### config.mk
export PLATFORM = sky130hd
export DESIGN_NAME = fp_umadd_operand_collector
export DESIGN_NICKNAME = d
export VERILOG_FILES = /design/src/rtl/fp_umadd_operand_collector.sv
export SDC_FILE = /design/constraint.sdc
export NUM_CORES = 1
export LEC_CHECK = 0
export BUFFER_PORTS_ARGS = -buffer_cell sky130_fd_sc_hd__buf_4
export CORE_MARGIN = 2
export CORE_UTILIZATION = 50
export CTS_BUF_LIST = sky130_fd_sc_hd__clkbuf_16
export CTS_CLUSTER_DIAMETER = 50
export DETAILED_ROUTE_END_ITERATION = 7
export PLACE_DENSITY_LB_ADDON = 0.3
export SLEW_MARGIN = 30
export SYNTH_ARGS = -nofsm -noshare
export SYNTH_HDL_FRONTEND = slang
export SYNTH_SLANG_ARGS = --single-unit
### constraint.sdc
create_clock -name i_aclk -period 3.76 [get_ports i_aclk]
set_clock_uncertainty 0.15 [all_clocks]
set_input_delay 0.752 -clock i_aclk [delete_from_list [all_inputs] [get_ports i_aclk]]
set_output_delay 0.752 -clock i_aclk [all_outputs]
set_load 0.05 [all_outputs]
### src/rtl/fp_umadd_operand_collector.sv
// Collects the 4-beat a,b,c,d AXI4-Stream operand frames into one parallel group for the multiply-add unit.
// The group is issued with a one-cycle valid pulse. Malformed frames are dropped and flagged.
module fp_umadd_operand_collector #(
   parameter int unsigned DATA_WIDTH = 32,
   parameter int unsigned CNT_WIDTH  = 16
) (
   input  logic                  i_aclk,
   input  logic                  i_areset_n,
   input  logic                  i_aclken,
   input  logic [DATA_WIDTH-1:0] i_axi4s_op_tdata,
   input  logic                  i_axi4s_op_tvalid,
   input  logic                  i_axi4s_op_tlast,
   output logic                  o_axi4s_op_tready,
   output logic [DATA_WIDTH-1:0] o_axi4s_a_tdata,
   output logic [DATA_WIDTH-1:0] o_axi4s_b_tdata,
   output logic [DATA_WIDTH-1:0] o_axi4s_c_tdata,
   output logic [DATA_WIDTH-1:0] o_axi4s_d_tdata,
   output logic                  o_axi4s_tvalid,
   output logic                  o_frame_err,
   input  logic                  i_err_clr,
   output logic [CNT_WIDTH-1:0]  o_group_cnt
);

   typedef enum logic [2:0] {S_A, S_B, S_C, S_D, S_FLUSH} state_t;

   state_t                r_state;
   logic [DATA_WIDTH-1:0] r_stg_a;
   logic [DATA_WIDTH-1:0] r_stg_b;
   logic [DATA_WIDTH-1:0] r_stg_c;
   logic [DATA_WIDTH-1:0] r_a;
   logic [DATA_WIDTH-1:0] r_b;
   logic [DATA_WIDTH-1:0] r_c;
   logic [DATA_WIDTH-1:0] r_d;
   logic                  r_tvalid;
   logic                  r_frame_err;
   logic [CNT_WIDTH-1:0]  r_cnt;

   logic                  w_accept;
   logic                  w_err;
   logic                  w_issue;

   // Ready never waits on tvalid, so the source can stream without a bubble.
   assign o_axi4s_op_tready = i_aclken & i_areset_n;
   assign w_accept          = i_axi4s_op_tvalid & o_axi4s_op_tready;

   // Classify the accepted beat as frame completion or framing error.
   always_comb begin
      w_err   = 1'b0;
      w_issue = 1'b0;
      if (w_accept) begin
         case (r_state)
            S_A, S_B, S_C: w_err = i_axi4s_op_tlast;
            S_D: begin
               w_err   = ~i_axi4s_op_tlast;
               w_issue = i_axi4s_op_tlast;
            end
            default: ;
         endcase
      end
   end

   always_ff @(posedge i_aclk or negedge i_areset_n) begin
      if (!i_areset_n) begin
         r_state     <= S_A;
         r_stg_a     <= '0;
         r_stg_b     <= '0;
         r_stg_c     <= '0;
         r_a         <= '0;
         r_b         <= '0;
         r_c         <= '0;
         r_d         <= '0;
         r_tvalid    <= 1'b0;
         r_frame_err <= 1'b0;
         r_cnt       <= '0;
      end else if (i_aclken) begin
         r_tvalid <= w_issue;
         // d goes straight to the output so the next a can be staged in the same cycle.
         if (w_issue) begin
            r_a   <= r_stg_a;
            r_b   <= r_stg_b;
            r_c   <= r_stg_c;
            r_d   <= i_axi4s_op_tdata;
            r_cnt <= r_cnt + CNT_WIDTH'(1);
         end
         if (w_err) begin
            r_frame_err <= 1'b1;
         end else if (i_err_clr) begin
            r_frame_err <= 1'b0;
         end
         if (w_accept) begin
            case (r_state)
               S_A: begin
                  if (!i_axi4s_op_tlast) begin
                     r_stg_a <= i_axi4s_op_tdata;
                     r_state <= S_B;
                  end
               end
               S_B: begin
                  r_stg_b <= i_axi4s_op_tdata;
                  r_state <= i_axi4s_op_tlast ? S_A : S_C;
               end
               S_C: begin
                  r_stg_c <= i_axi4s_op_tdata;
                  r_state <= i_axi4s_op_tlast ? S_A : S_D;
               end
               S_D:     r_state <= i_axi4s_op_tlast ? S_A : S_FLUSH;
               S_FLUSH: if (i_axi4s_op_tlast) r_state <= S_A;
               default: r_state <= S_A;
            endcase
         end
      end
   end

   assign o_axi4s_a_tdata = r_a;
   assign o_axi4s_b_tdata = r_b;
   assign o_axi4s_c_tdata = r_c;
   assign o_axi4s_d_tdata = r_d;
   // A pulse pending across a disabled cycle shows only once the clock enable returns.
   assign o_axi4s_tvalid  = r_tvalid & i_aclken;
   assign o_frame_err     = r_frame_err;
   assign o_group_cnt     = r_cnt;

endmodule

==> metrics.txt <==
Antenna Nets Post-Route=0; flops & latches, synth=245; final layout net count=~800; WP data arrival=between 3 and 4 ns; first-pass GRT wire length=between 30000 and 40000 µm; Num CTS Buffers=28; wire length on met3=roughly 1400 µm; ys flop type=dfrtp_1; asr flop ratio synth=100.0%; Switch Pwr=~4 mW; met2 routed WL=about 9000 µm; Tmin final=between 2 and 3 ns; Area contributors post-synth=dfrtp_1 (65%), mux2_2 (23%), mux2_4 (4.8%); Highest Signal Layer=met4; io pins=185; crit path kind=in2reg; gp weighted congestion=roughly 0.77; H-tree level count=1; Sequential Power Share=39.1%; Critical Path Source Type=input port; Worst slew margin=between 40 and 50%; mean area per synthesized cell=between 15 and 20 µm²; worst r2r src=r_state[2]; PwrDens=a little under 900 nW/µm²; Clk pwr share=roughly a quarter; via count=approximately 5300; final hold violations=0; Cell Chain, Critical Path=dlygate4sd3_1 -> buf_8 -> nand4b_4 -> nor2_4 -> buf_4 -> mux2_2; Clock Path Buffers=3; crit path from=i_areset_n; Pleak=6.127 nW; EDFF count, synth=0; Die X=between 100 and 150 µm; # diodes=0; # DRC=0; fin. max-slew vios=0; internal power=6.728 mW; Pre-antenna DRT Iters=4; initial core utilization=between 50% and 60%; post-synthesis cell type count=29; top-area cell type share of the netlist area=65.46%; Final setup viols=0; clock sinks=about 250; # resized after CTS=0; Max Clock Freq=about 0.34 GHz; routed len/inst=18.34 µm; largest net degree at the start of global routing=between 100 and 150; total of max-cap violations=0; post-place setup slack=around 0.84 ns; Crit. End Element=register; die area=~20000 µm²; GRT Util Overall=18.94%; multi-input logic area=between 3000 and 4000 µm²; Post-synth top cells=dfrtp_1 (245), mux2_2 (195), mux2_4 (30); worst setup margin=0.7962 ns; Syn Nets=600; Net Sw Frac=37.16%; Sum Neg Setup Slack=0 ns; Post-Route M1 WL=a little under 8000 µm; largest area contributor in the netlist=dfrtp_1; share of cells above drive strength 1=between 50% and 60%; routed wire length=roughly 19000 µm; drt initial violations=roughly 180; Post-Place Cells=965; status=complete, no violations; sequential-to-total area share from yosys stat=65.46%; RSZ-0062 raised after global routing=no; FP Rows=50; peak supply drop=just over 0.6 mV; Pwr Total=between 10 and 15 mW; Mapped Area=about 9400 µm²; top-count cell post-synth=dfrtp_1; register area=6131 µm²; cells after synthesis=around 560; later-pin clock latency in the skew report=between 0.5 and 0.6 ns; vias in the first global route=5663; HPWL after detailed placement=12570 µm; Slew @ Worst Pin=around 0.84 ns; CTS tree=built; Core ar.=18520 µm²; initial antenna violation count=0; # fillers=~1400; worst-path maximum fanout=43; period utilization=just under 80%; Yosys warning total=0; combinational share of power=between 30% and 40%; # port buffers=between 150 and 200; Vias/cell=between 5 and 6; slowest stage cell, crit path=dlygate4sd3_1; GR Overflow Total=0; Worst-path clk slew=approximately 0.06 ns; CTS root buffer=clkbuf_16; final std cells w/o fill=about 1000; design area=12010 µm²; HP Class=in2reg; area delta synth->final=28.20%; Critical Path RT=4.01 ns; Crit path largest cell delay=~0.56 ns; DP Area=around 11000 µm²; hold wc startpoint=i_axi4s_op_tdata[2]; Die H=140.9 µm
[through the flow]
stage               hold WS, ns  utilization [%]
floorplan                0.3064                -
global placement         0.3113            59.80
detailed placement       0.3404            59.80
CTS                      0.3170            64.82
global route             0.3247            64.84
finish                   0.3386            64.84
[flip-flops by register name, indices dropped and copies added, names as in the netlist]
signal	count
o_frame_err	1
o_axi4s_a_tdata	32
o_axi4s_c_tdata	32
o_axi4s_b_tdata	32
r_state	3
r_stg_a	32
r_tvalid	1
r_stg_c	32
r_stg_b	32
o_group_cnt	16
o_axi4s_d_tdata	32
[cell usage in the layout (no fill, tap or decap), types with 2 or more instances in the layout]
| master | instances |
|---|---|
| and2_1 | 2 |
| and3_1 | 3 |
| and4_1 | 3 |
| buf_12 | 6 |
| buf_4 | 186 |
| bufinv_16 | 3 |
| clkbuf_16 | 29 |
| clkinv_1 | 4 |
| clkinv_2 | 3 |
| clkinvlp_4 | 3 |
| dfrtp_1 | 245 |
| inv_1 | 6 |
| inv_6 | 2 |
| mux2_2 | 195 |
| mux2_4 | 30 |
| nand2_1 | 8 |
| nand2b_1 | 2 |
| nand3_1 | 8 |
| nand4_1 | 2 |
| nor2_1 | 3 |
| nor2_4 | 3 |
| nor3_1 | 2 |
| nor4_1 | 2 |
| o21ai_0 | 3 |
| xnor2_1 | 10 |
| xor2_1 | 6 |
[cell type report]
type,instances,share of cell area [%]
Clock buffer,29,6.044
Multi-Input combinational cell,290,25.84
Timing Repair Buffer,195,12.93
Sequential cell,245,51.06
Clock inverter,21,1.626
Inverter,2,0.06252
Tap cell,234,2.438
[power by group through the flow]
stage	Clock, mW	Sequential (mW)	Combinational [mW]
floorplan	0	5.79	1.04
global placement	0	4.16	3.81
detailed placement	0	4.23	3.89
CTS	2.72	4.20	3.90
global route	2.84	4.31	4.04
finish	2.66	4.19	3.86
[timing repair]
action / CTS / global route
buffers inserted: 0 / 0
hold buffers: 1 / 0
setup endpoints to repair: 0 / 0
endpoints found under the hold margin: 39 / 0
[metal layers]
metal,vias up,global-route usage [%]
met5,-,0
met4,0,4.579
met3,33,5.333
met2,160,30.71
met1,2727,25.67
li1,2404,-
[critical path: cells and delay by family]
family                 cells  cell delay [ns]
AND/OR/NAND/NOR            2             0.76
multiplexers               1             0.38
buffers and inverters      3             1.28
[kinds of logic after synthesis]
kind of cell	after synthesis	synth area share, %
DFF	245	65.46
muxes	225	28.25
and+or+nand+nor	41	2.565
buffers and inverters	26	1.643
xor gates and xnor gates	16	1.496
AOI/OAI and AO/OA	7	0.4542
adders and majority gates	1	0.1336
[path summary, 6_finish.rpt]
path	endpoint	slack, ns	depth (start not counted)
hold / removal	r_stg_a[2]	0.34	2
setup reg to reg	o_axi4s_b_tdata[2]	1.45	4
max in group asynchronous	r_stg_a[15]	1.91	3
hold reg to reg	o_group_cnt[15]	0.34	1
min in group asynchronous	o_group_cnt[15]	0.55	2
setup / recovery	o_axi4s_b_tdata[2]	0.80	6
Power figures use the tool's default switching activity.
